$ cat config.mk
export PLATFORM = sky130hd
export DESIGN_NAME = alt_vipcto131_is2vid_sync_generator
export DESIGN_NICKNAME = d
export VERILOG_FILES = /design/src/rtl/alt_vipcto131_is2vid_sync_generator.sv
export SDC_FILE = /design/constraint.sdc
export NUM_CORES = 1
export LEC_CHECK = 0
export CORE_UTILIZATION = 30
export CTS_CLUSTER_DIAMETER = 80
export DETAILED_ROUTE_END_ITERATION = 10
export PLACE_DENSITY_LB_ADDON = 0.3
export SLEW_MARGIN = 15
export SYNTH_ARGS = -nofsm -noshare
export SYNTH_HDL_FRONTEND = slang
export SYNTH_SLANG_ARGS = --single-unit
export TNS_END_PERCENT = 10
$ cat constraint.sdc
create_clock -name clk -period 2.3 [get_ports clk]
set_input_delay 0.46 -clock clk [delete_from_list [all_inputs] [get_ports clk]]
set_output_delay 0.46 -clock clk [all_outputs]
set_load 0.01 [all_outputs]
$ cat src/rtl/alt_vipcto131_is2vid_sync_generator.sv
// Video timing generator: raster counters, registered syncs, data-valid, start-of-frame and pixel position.
// Optional macro IS2VID_SYNC_POL_RUNTIME_EN adds h_pol_in/v_pol_in to set sync polarity per frame.
module alt_vipcto131_is2vid_sync_generator #(
   parameter int   H_ACTIVE   = 1920,
   parameter int   H_FRONT    = 88,
   parameter int   H_SYNC     = 44,
   parameter int   H_BACK     = 148,
   parameter int   V_ACTIVE   = 1080,
   parameter int   V_FRONT    = 4,
   parameter int   V_SYNC     = 5,
   parameter int   V_BACK     = 36,
   parameter logic H_SYNC_POL = 1'b1,
   parameter logic V_SYNC_POL = 1'b1
) (
   input  logic        clk,
   input  logic        rst_n,
   input  logic        enable,
`ifdef IS2VID_SYNC_POL_RUNTIME_EN
   input  logic        h_pol_in,
   input  logic        v_pol_in,
`endif
   output logic        h_sync,
   output logic        v_sync,
   output logic        datavalid,
   output logic        sof,
   output logic [11:0] pixel_x,
   output logic [11:0] pixel_y
);

   localparam int H_TOTAL = H_ACTIVE + H_FRONT + H_SYNC + H_BACK;
   localparam int V_TOTAL = V_ACTIVE + V_FRONT + V_SYNC + V_BACK;

   if (H_TOTAL < 2 || H_TOTAL > 4096 || H_ACTIVE < 1 || H_FRONT < 0 || H_SYNC < 0 || H_BACK < 0) begin : g_bad_h
      $error("alt_vipcto131_is2vid_sync_generator: illegal horizontal timing widths");
   end
   if (V_TOTAL < 2 || V_TOTAL > 4096 || V_ACTIVE < 1 || V_FRONT < 0 || V_SYNC < 0 || V_BACK < 0) begin : g_bad_v
      $error("alt_vipcto131_is2vid_sync_generator: illegal vertical timing widths");
   end

   // 13-bit boundaries so a sync end of exactly 4096 is still representable
   localparam logic [12:0] H_ACT_END  = 13'(H_ACTIVE);
   localparam logic [12:0] H_SYNC_BEG = 13'(H_ACTIVE + H_FRONT);
   localparam logic [12:0] H_SYNC_END = 13'(H_ACTIVE + H_FRONT + H_SYNC);
   localparam logic [12:0] H_LAST     = 13'(H_TOTAL - 1);
   localparam logic [12:0] V_ACT_END  = 13'(V_ACTIVE);
   localparam logic [12:0] V_SYNC_BEG = 13'(V_ACTIVE + V_FRONT);
   localparam logic [12:0] V_SYNC_END = 13'(V_ACTIVE + V_FRONT + V_SYNC);
   localparam logic [12:0] V_LAST     = 13'(V_TOTAL - 1);

   logic [11:0] h_cnt, v_cnt;
   logic [12:0] h_ext, v_ext;
   logic        at_origin, active, h_in_sync, v_in_sync;
   logic        h_pol, v_pol;

   assign h_ext     = {1'b0, h_cnt};
   assign v_ext     = {1'b0, v_cnt};
   assign at_origin = (h_cnt == '0) && (v_cnt == '0);
   assign active    = (h_ext < H_ACT_END) && (v_ext < V_ACT_END);
   assign h_in_sync = (h_ext >= H_SYNC_BEG) && (h_ext < H_SYNC_END);
   assign v_in_sync = (v_ext >= V_SYNC_BEG) && (v_ext < V_SYNC_END);

   // Counters hold the position that the next enabled edge will present.
   always_ff @(posedge clk or negedge rst_n) begin
      if (!rst_n) begin
         h_cnt <= '0;
         v_cnt <= '0;
      end else if (!enable) begin
         h_cnt <= '0;
         v_cnt <= '0;
      end else if (h_ext == H_LAST) begin
         h_cnt <= '0;
         v_cnt <= (v_ext == V_LAST) ? '0 : v_cnt + 12'd1;
      end else begin
         h_cnt <= h_cnt + 12'd1;
      end
   end

`ifdef IS2VID_SYNC_POL_RUNTIME_EN
   logic h_pol_q, v_pol_q;

   // New polarity is captured at the frame origin and applies from that edge on.
   always_ff @(posedge clk or negedge rst_n) begin
      if (!rst_n) begin
         h_pol_q <= H_SYNC_POL;
         v_pol_q <= V_SYNC_POL;
      end else if (enable && at_origin) begin
         h_pol_q <= h_pol_in;
         v_pol_q <= v_pol_in;
      end
   end

   assign h_pol = (enable && at_origin) ? h_pol_in : h_pol_q;
   assign v_pol = (enable && at_origin) ? v_pol_in : v_pol_q;
`else
   assign h_pol = H_SYNC_POL;
   assign v_pol = V_SYNC_POL;
`endif

   always_ff @(posedge clk or negedge rst_n) begin
      if (!rst_n) begin
         h_sync    <= ~H_SYNC_POL;
         v_sync    <= ~V_SYNC_POL;
         datavalid <= 1'b0;
         sof       <= 1'b0;
         pixel_x   <= '0;
         pixel_y   <= '0;
      end else if (!enable) begin
         h_sync    <= ~H_SYNC_POL;
         v_sync    <= ~V_SYNC_POL;
         datavalid <= 1'b0;
         sof       <= 1'b0;
         pixel_x   <= '0;
         pixel_y   <= '0;
      end else begin
         h_sync    <= h_in_sync ? h_pol : ~h_pol;
         v_sync    <= v_in_sync ? v_pol : ~v_pol;
         datavalid <= active;
         sof       <= at_origin;
         pixel_x   <= active ? h_cnt : '0;
         pixel_y   <= active ? v_cnt : '0;
      end
   end

endmodule
==> reports/qor.csv, run 1 <==
stage,metric,value,unit
yosys,Unique masters post-synth,33,
yosys,Post-Syn Instances,220,
yosys,Avg Inst Size Synth,10.5,um2
cells_and_area,Fill cells,713,
drt,DR pass1 iterations,4,
run_status,status,"finished, final reports clean",
clocking,"CTS clk-pin slew, worst paths",0.10,ns
drt,Iter 0 DRT Violations,155,
floorplan,Core ar.,7330,um2
critical_path,Critical Path Start Type,flop,
drt,vias per inst,4.75,
clocking,clock root cell,clkbuf_8,
yosys,Yosys top cell area share,0.566,
cells_and_area,ratio of cells with drive above 1 in the final layout,0.134,
clocking,CTS Hold Bufs,0,
yosys,synth top area cells,"dfrtp_1, and2_1, nor2_1",
critical_path,crit path cell chain,or4_4 -> o41a_4 -> buf_6 -> buf_6 -> o31ai_1 -> a21oi_2,
place,dpl hpwl,3330,um
floorplan,I/O Pins,31,
yosys,Post-synth EDFFs,0,
job,max-cap violations,0,
grt,first-pass GRT wire length,7950,um
place,Buffers on Ports,30,
critical_path,"Largest stage delay, worst path",0.55,ns
floorplan,num rows,31,
worst_hold_path,Worst Hold Class,in -> async,
critical_path,CP Max Fanout,6,
critical_path,FF-to-FF path depth,6,
clocking,H-tree depth,2,
timing,Final Skew,0.00535,ns
timing,endpoints failing setup,0,
critical_path,most frequent CP cell,buf_6,
grt,initial antenna violation count,0,
drt,detailed-route wire length per cell,13.9,um
clocking,TritonCTS Sinks,52,
cells_and_area,Multi-input gate area,966,um2
drt,DRC viols,0,
grt,vias in the first global route,1613,
timing,"Min Clock Period, post-route",2.28,ns
clocking,clk buf depth,2,
pwr,Cell Pwr Density,535,nW/um2
cells_and_area,FF/Latch Area,1300,um2
timing,Final Max Tran Viols,0,
floorplan,Die H,89.6,um
yosys,Yosys reg bits,52,
critical_path,CP required,2.49,ns
critical_path,r2r endpoint,v_cnt[6],
drt,Post-Route WL,5120,um
critical_path,Critical Path AT,2.47,ns
place,GPL Wtd Cong,0.830,
grt,largest net degree at the start of global routing,29,
grt,total grt overflow,0,
place,Place WS,0.0879,ns
timing,final worst-path cycle share,0.991,
clocking,clk_lat worst skew,0.31,ns
clocking,Num CTS Buffers,5,
cells_and_area,synthesis-to-finish area growth,29.5,%
timing,Relative slew margins,0.580,
yosys,Main synth FF type,dfrtp_1,
grt,Global Route Usage Sum,0.134,
timing,"Hold Vio Cnt, Final",0,
yosys,post-synthesis async set-or-reset flop share,1.00,
drt,DRT antenna net count,0,
floorplan,initial core utilization,0.314,
critical_path,Slowest cell on crit path,or4_4,
critical_path,RR Startpoint,h_cnt[6],
critical_path,crit end category,flop,
floorplan,die area,8020,um2
yosys,synthesis warning total,0,
pwr,Peak VDD IR,0.242,mV
cells_and_area,NumNets Final,276,
timing,Final WS setup,0.0209,ns
timing,RSZ-0062 raised after global routing,true,
cells_and_area,cell area after layout,2980,um2
yosys,Synth area leader,dfrtp_1,
place,dpl cell area,2800,um2
timing,fmax,439,MHz
timing,Slew @ Worst Pin,0.630,ns
cells_and_area,antenna diode count,0,
clocking,CTS tree,done,
critical_path,critical path class,reg -> reg,
drt,vias,1747,
floorplan,die extent in x,89.6,um
critical_path,R2R Setup Slk,0.02,ns
yosys,Post-Syn Area,2300,um2
pwr,Pwr Total,0.00159,W
pwr,Leakage,1.26,nW
yosys,sequential-to-total area share from yosys stat,0.566,
-- placed cells by master, fill, tap and decap left out, types with 2 or more instances in the layout --
cell type        count
and4_1               3
xor2_1               2
clkbuf_8             5
o31ai_1              3
nand4_1              5
o21ai_0              4
and2_1              16
buf_4               14
and3_1               2
nand3_1             10
buf_6                3
inv_6                2
nor3_1               6
or3_1                3
nor2_1              22
a21oi_2              2
clkdlybuf4s50_1     29
xnor2_1              8
nand2_1             11
nor4_1              12
a31oi_1              3
ha_1                 5
conb_1               2
nand2b_1             4
inv_1               10
or4_1                6
dfrtp_1             52
a21oi_1              9
-- routing by layer --
layer / part of all wire / global-route usage / wire, um / up-vias
met5: 0 / 0 / 0 / -
met4: 0.013 / 0.0534 / 65 / 0
met3: 0.029 / 0.0277 / 147 / 5
met2: 0.46 / 0.195 / 2330 / 38
met1: 0.50 / 0.194 / 2570 / 830
li1: - / - / - / 874
-- cell families (layout without fill, tap and decap cells) --
logic type,after synthesis,in the layout,synth area share
xor+xnor,10,10,0.0381
fa+ha+maj,5,5,0.0272
compound gates,28,28,0.0816
buf+inv,18,66,0.0294
other cells,1,2,0.00163
simple gates,105,105,0.251
flops,52,52,0.566
mux,1,1,0.00490
-- worst max-delay path by stage --
stage	startpoint	end
floorplan	h_cnt[8]	v_cnt[7]
global placement	h_cnt[8]	v_cnt[11]
detailed placement	h_cnt[8]	v_cnt[11]
CTS	h_cnt[8]	v_cnt[7]
global route	h_cnt[8]	v_cnt[6]
finish	h_cnt[6]	v_cnt[6]
-- what timing repair did --
item | 4_1_cts | 5_1_grt
buffers inserted | 0 | 5
resized for setup | 0 | 12
endpoints found under the setup margin | 0 | 4
-- sequential cells by signal, summed over array words and instances (netlist names) --
register   cells
h_cnt         12
v_sync         1
datavalid      1
h_sync         1
pixel_x       12
v_cnt         12
sof            1
pixel_y       12
-- critical path: cells and delay by family, from the launching register on --
family                 cells  cell delay, ns
AO/OA/AOI/OAI              3            0.93
buffers and inverters      2            0.26
flip-flops                 1            0.42
AND/OR/NAND/NOR            1            0.55
-- cell usage after synthesis (5+ instances only) --
cell type	instances
dfrtp_1	52
nor2_1	22
and2_1	16
nor4_1	12
a21oi_1	11
nand2_1	11
inv_1	10
nand3_1	10
clkbuf_1	8
xnor2_1	8
nor3_1	6
or4_1	6
ha_1	5
nand4_1	5
o31ai_1	5
-- power breakdown --
part | total [W] | leakage [nW] | internal (W) | switching (W)
clock | 0.000559 | 0.0491 | 0.000225 | 0.000334
sequential | 0.000930 | 0.715 | 0.000925 | 0.00000535
combinational | 0.000104 | 0.491 | 0.0000413 | 0.0000626
-- cell type report --
| class | count | area share |
|---|---|---|
| sequential | 52 | 0.437 |
| multi-input combinational | 151 | 0.324 |
| timing repair buffer | 48 | 0.153 |
| tap | 99 | 0.0416 |
| clock buffer | 5 | 0.0231 |
| inverter | 10 | 0.0126 |
| clock inverter | 3 | 0.00882 |
-- per-stage QoR --
step	utilization	instances	setup TNS [ns]	hold slack (ns)
floorplan	-	221	0	0.164
global placement	0.382	355	0	0.469
detailed placement	0.382	355	0	0.483
CTS	0.395	363	0	0.167
global route	0.406	368	-0.0867	0.191
finish	0.406	368	0	0.150
(Power assumes the default switching activity.)
==> inputs of run 2 (changes only) <==
--- a/config.mk
+++ b/config.mk
@@ -7,2 +7,4 @@
 export LEC_CHECK = 0
+export CELL_PAD_IN_SITES_DETAIL_PLACEMENT = 0
+export CELL_PAD_IN_SITES_GLOBAL_PLACEMENT = 1
 export CORE_UTILIZATION = 30
==> constraint.sdc (replaced) <==
create_clock -name clk -period 2.3 [get_ports clk]
set_input_delay 0.345 -clock clk [delete_from_list [all_inputs] [get_ports clk]]
set_output_delay 0.345 -clock clk [all_outputs]
set_load 0.01 [all_outputs]
==> run 2 against run 1 <==
Register-to-register slack improved by 0.06 ns. Sequential share of layout area up 1.1 points. Clock-buffer cell count grew 1. Largest power group unchanged. Critical path depth is 2 lower. Sequential power hardly changed. First-iteration DRC count decreased by 61%. Clock skew barely moved. Non-clock buffer count shrank 4. Routed wire length rose by 2.6%. Flip-flop and latch count did not move. Critical path type unchanged.
==> reports/qor.csv, run 2 (synthesized netlist as in run 1, its figures left out) <==
stage,metric,value,unit,change
run_status,status,"finished, final reports clean",,
grt,Global Route Usage Sum,0.145,,+0.0108
critical_path,Critical Path AT,2.45,ns,-0.02 ns
job,max-cap violations,0,,unchanged
floorplan,die extent in x,89.6,um,unchanged
drt,Post-Route WL,5250,um,+2.6%
clocking,clk buf depth,2,,unchanged
worst_hold_path,Worst Hold Class,in -> async,,
critical_path,"Largest stage delay, worst path",0.55,ns,about the same
critical_path,Critical Path Start Type,flop,,
drt,DRC viols,0,,unchanged
timing,Final Max Tran Viols,0,,unchanged
clocking,clk_lat worst skew,0.30,ns,about the same
grt,met2 usage,0.229,,+0.0337
cells_and_area,ratio of cells with drive above 1 in the final layout,0.109,,-0.0244
clocking,H-tree depth,2,,unchanged
drt,vias per inst,4.92,,+3.6%
critical_path,CP Max Fanout,8,,+2
grt,total grt overflow,0,,unchanged
drt,vias,1790,,+2.5%
drt,DR pass1 iterations,4,,unchanged
place,Buffers on Ports,30,,unchanged
timing,"Hold Vio Cnt, Final",0,,unchanged
clocking,CTS tree,done,,
grt,GR peak layer,met2,,
cells_and_area,NumNets Final,273,,-1.1%
critical_path,critical path class,reg -> reg,,
timing,RSZ-0062 raised after global routing,false,,
floorplan,num rows,31,,unchanged
critical_path,crit end category,flop,,
grt,GR Layer Usage met1,0.199,,+0.00557
timing,Relative slew margins,0.603,,+0.0228
critical_path,number of buffers and inverters on the critical path,0,,-2
cells_and_area,synthesis-to-finish area growth,26.5,%,
critical_path,Slowest cell on crit path,or4_4,,
grt,initial antenna violation count,0,,unchanged
grt,vias in the first global route,1732,,+7.4%
timing,final worst-path cycle share,0.964,,-0.0266
clocking,"CTS clk-pin slew, worst paths",0.09,ns,about the same
critical_path,"CP delay by family, top",simple AND/OR/NAND/NOR gates,,
clocking,clock root cell,clkbuf_8,,
critical_path,R2R Setup Slk,0.08,ns,+0.06 ns
cells_and_area,"Cell Count, Final, Fillers Out",364,,-1.1%
drt,DRT antenna net count,0,,unchanged
pwr,Peak VDD IR,0.223,mV,-7.8%
grt,first-pass GRT wire length,8690,um,+9.4%
floorplan,Die H,89.6,um,unchanged
clocking,TritonCTS Sinks,52,,unchanged
timing,Final Skew,0.00562,ns,+0.000264 ns
timing,TNS Setup,0,ns,unchanged
cells_and_area,most frequent cells in the layout,"dfrtp_1, clkdlybuf4s50_1, nor2_1",,
pwr,Leakage,1.22,nW,-2.8%
timing,Slew @ Worst Pin,0.596,ns,-0.0342 ns
cells_and_area,Fill cells,727,,+2.0%
cells_and_area,"commonest non-fill, non-tap cell in the layout",dfrtp_1,,
timing,endpoints failing setup,0,,unchanged
place,dpl hpwl,3590,um,+7.7%
grt,grt met3 use,0.0277,,unchanged
place,GPL Wtd Cong,0.832,,+0.24%
grt,largest net degree at the start of global routing,29,,unchanged
pwr,Cell Pwr Density,520,nW/um2,-2.8%
clocking,CTS Hold Bufs,0,,unchanged
floorplan,I/O Pins,31,,unchanged
drt,Iter 0 DRT Violations,60,,-61%
critical_path,crit path cell chain,or4_4 -> o41a_4 -> or4_1 -> a21oi_2,,
floorplan,initial core utilization,0.314,,unchanged
timing,"Min Clock Period, post-route",2.22,ns,-0.0611 ns
floorplan,die area,8020,um2,unchanged
clocking,Num CTS Buffers,5,,unchanged
place,placed cells,353,,-0.56%
drt,detailed-route wire length per cell,14.4,um,+3.7%
critical_path,CP required,2.53,ns,+0.04 ns
cells_and_area,antenna diode count,0,,unchanged
floorplan,Core ar.,7330,um2,unchanged
timing,fmax,451,MHz,+2.8%
pwr,Pwr Total,0.00151,W,-5.1%
==> run 2: cell types whose count changed in the layout (fill, tap and decap cells not counted), sizes merged <==
cell    previous run  this run
inv               12        10
clkbuf             5         6
buf               19        15
o41a               1         2
==> run 2: worst paths after layout <==
kind	start	to	cells past startpoint
worst max register to register	h_cnt[6]	v_cnt[11]	4
worst min register to register	h_cnt[0]	h_cnt[0]	1
worst min-delay path	rst_n	pixel_x[1]	1
min in group clk	h_cnt[0]	h_cnt[0]	1
worst max-delay path	h_cnt[6]	v_cnt[11]	4
max in group asynchronous	rst_n	h_sync	2
==> run 2: worst register-to-register path: cells and delay by family, from the launching register on <==
family	cells	cell delay [ns]
compound gates	2	0.63
flops	1	0.43
simple gates	2	1.08
==> run 2: routing by layer <==
metal / share of wire / routed length (um) / up-vias
met1: 0.49 / 2560 / 857
li1: - / - / 873
met4: 0.016 / 86 / 0
met5: 0 / 0 / -
met2: 0.46 / 2420 / 49
met3: 0.033 / 175 / 11
==> run 2: what timing repair did <==
item,CTS,global route
setup endpoints to repair,0,3
gates resized for setup,0,3
setup buffers,0,3
==> run 2: cell type report <==
type	count	area, um2	share of cell area
Clock buffer	6	72.6	0.0249
Clock inverter	1	5.00	0.00172
Inverter	10	37.5	0.0129
Multi-Input combinational cell	152	955	0.328
Sequential cell	52	1300	0.448
Tap cell	99	124	0.0426
Timing Repair Buffer	44	413	0.142
==> run 2: through the flow <==
stage	setup slack (ns)	hold WS (ns)	utilization	area [um2]
floorplan	0.245	0.0494	-	2300
global placement	0.122	0.393	0.380	2790
detailed placement	0.0797	0.394	0.380	2790
CTS	0.0659	0.0583	0.391	2870
global route	0.0255	0.0768	0.397	2910
finish	0.0820	0.0375	0.397	2910
==> run 2: power breakdown <==
group	total, W	internal, W	switching, W
registers	0.000931	0.000925	0.00000686
logic	0.0000939	0.0000360	0.0000580
clock network	0.000487	0.000208	0.000279
total	0.00151	0.00117	0.000344
==> inputs of run 3 (changes only) <==
CORE_MARGIN = 2   (was not set)
==> run 3 against run 2 <==
Largest power group unchanged. Sequential power barely moved. Critical endpoint is now v_cnt[5]. Die area rose by 4.5%. Critical path type unchanged. Sequential share of layout area shrank 0.82 points. Power up 11%. Flip-flop and latch count unchanged.
==> reports/qor.csv, run 3 (synthesized netlist as in run 1, its figures left out) <==
stage,metric,value,unit,change
grt,first-pass GRT wire length,8620,um,-0.87%
pwr,logic gate share of total power,0.056,,-0.006
floorplan,Core ar.,7330,um2,unchanged
worst_hold_path,Worst Hold Class,in -> async,,
clocking,H-tree depth,2,,unchanged
cells_and_area,Fill cells,725,,-0.28%
critical_path,CP Max Fanout,7,,-1
timing,RSZ-0062 raised after global routing,false,,
cells_and_area,synthesis-to-finish area growth,28.7,%,
timing,endpoints failing setup,0,,unchanged
floorplan,Die H,91.6,um,+2.2%
timing,Slew @ Worst Pin,0.579,ns,-0.0173 ns
pwr,Leakage,1.25,nW,+2.6%
clocking,CTS tree,done,,
cells_and_area,ratio of cells with drive above 1 in the final layout,0.115,,+0.00581
floorplan,I/O Pins,31,,unchanged
pwr,Peak VDD IR,0.268,mV,+20%
clocking,clock root cell,clkbuf_8,,
critical_path,crit end category,flop,,
grt,Global Route Usage Sum,0.130,,-0.0144
cells_and_area,"commonest non-fill, non-tap cell in the layout",dfrtp_1,,
timing,Relative slew margins,0.614,,+0.0116
drt,detailed-route wire length per cell,14.3,um,-0.86%
grt,total grt overflow,0,,unchanged
clocking,clk buf depth,2,,unchanged
grt,vias in the first global route,1753,,+1.2%
timing,"Hold Vio Cnt, Final",0,,unchanged
pwr,switching power share of the total,0.231,,+0.00290
cells_and_area,antenna diode count,0,,unchanged
place,Buffers on Ports,30,,unchanged
place,dpl hpwl,3590,um,about the same
cells_and_area,NumNets Final,276,,+1.1%
pwr,Clock Power Share,0.388,,+0.066
critical_path,CP required,2.53,ns,about the same
clocking,post-CTS sizing,0,,unchanged
timing,fmax,450,MHz,-0.29%
pwr,Pwr Total,0.00168,W,+11%
floorplan,num rows,31,,unchanged
pwr,part of the power in registers,0.556,,-0.060
clocking,TritonCTS Sinks,52,,unchanged
critical_path,Critical Path AT,2.46,ns,about the same
clocking,"CTS clk-pin slew, worst paths",0.10,ns,about the same
drt,vias,1794,,+0.22%
clocking,clk_lat worst skew,0.31,ns,about the same
timing,"Min Clock Period, post-route",2.22,ns,+0.00635 ns
timing,Final Skew,0.00692,ns,+0.00130 ns
pwr,Cell Pwr Density,566,nW/um2,+8.9%
place,GPL Wtd Cong,0.845,,+1.6%
grt,initial antenna violation count,0,,unchanged
critical_path,critical path class,reg -> reg,,
job,max-cap violations,0,,unchanged
floorplan,initial core utilization,0.314,,unchanged
clocking,CTS Hold Bufs,0,,unchanged
pwr,Int Power,0.00129,W,+10%
timing,Final Max Tran Viols,0,,unchanged
clocking,Num CTS Buffers,5,,unchanged
drt,DRC viols,0,,unchanged
critical_path,Critical Path Start Type,flop,,
drt,Iter 0 DRT Violations,64,,+6.7%
floorplan,die extent in x,91.6,um,+2.2%
grt,largest net degree at the start of global routing,30,,+3.4%
drt,DRT antenna net count,0,,unchanged
pwr,switching power,0.000386,W,+12%
timing,final worst-path cycle share,0.967,,+0.00276
drt,DR pass1 iterations,4,,unchanged
drt,vias per inst,4.88,,-0.87%
timing,TNS Setup,0,ns,unchanged
floorplan,die area,8380,um2,+4.5%
clocking,Post-CTS Setup Inserts,0,,unchanged
run_status,status,"finished, final reports clean",,
cells_and_area,most frequent cells in the layout,"dfrtp_1, clkdlybuf4s50_1, nor2_1",,
drt,Post-Route WL,5260,um,+0.23%
run 3: area by class of cell:
type | count | area [um2] | area share
well taps | 99 | 124 | 0.0418
flip-flops and latches | 52 | 1300 | 0.440
clock buffers | 5 | 68.8 | 0.0232
multi-input cells | 152 | 947 | 0.320
clock inverters | 3 | 46.3 | 0.0156
inverters | 10 | 37.5 | 0.0127
repair buffers | 47 | 435 | 0.147
run 3: path summary, 6_finish.rpt:
kind	startpoint	to	slack [ns]	depth (start not counted)
min in group clk	h_cnt[0]	h_cnt[0]	0.50	1
min reg2reg	h_cnt[0]	h_cnt[0]	0.50	1
max in group asynchronous	rst_n	v_cnt[8]	1.73	2
max	h_cnt[8]	v_cnt[5]	0.08	5
max reg2reg	h_cnt[8]	v_cnt[5]	0.08	5
min	rst_n	h_cnt[1]	0.02	1
run 3: power by group through the flow:
stage          combinational (W)  clock (W)  sequential [W]
6_report               0.0000942   0.000650        0.000932
5_1_grt                 0.000107   0.000710        0.000934
4_1_cts                0.0000948   0.000671        0.000932
3_5_place_dp           0.0000945          0        0.000950
3_3_place_gp           0.0000942          0        0.000950
2_1_floorplan          0.0000351          0        0.000952
run 3: stage by stage:
| stage | setup WS [ns] | hold WS [ns] | instances | cell area [um2] | utilization |
|---|---|---|---|---|---|
| floorplan | 0.245 | 0.0494 | 221 | 2300 | - |
| global placement | 0.123 | 0.372 | 357 | 2820 | 0.384 |
| detailed placement | 0.0840 | 0.380 | 357 | 2820 | 0.384 |
| CTS | 0.0628 | 0.0351 | 365 | 2930 | 0.400 |
| global route | 0.0124 | 0.0498 | 368 | 2960 | 0.404 |
| finish | 0.0757 | 0.0210 | 368 | 2960 | 0.404 |
run 3: per-layer routing:
metal / share of wire / wire, um / global-route usage / vias up
met4: 0.022 / 115 / 0.0657 / 0
met1: 0.48 / 2540 / 0.172 / 875
met3: 0.033 / 173 / 0.0282 / 10
met5: 0 / 0 / 0 / -
li1: - / - / - / 874
met2: 0.46 / 2440 / 0.200 / 35
run 3: worst max-delay path, stage by stage (launching register included):
cell and delay, ns:
dfrtp_1 0.41, or4_4 0.57, o41a_4 0.49, buf_4 0.18, or3_1 0.34, a21oi_1 0.15
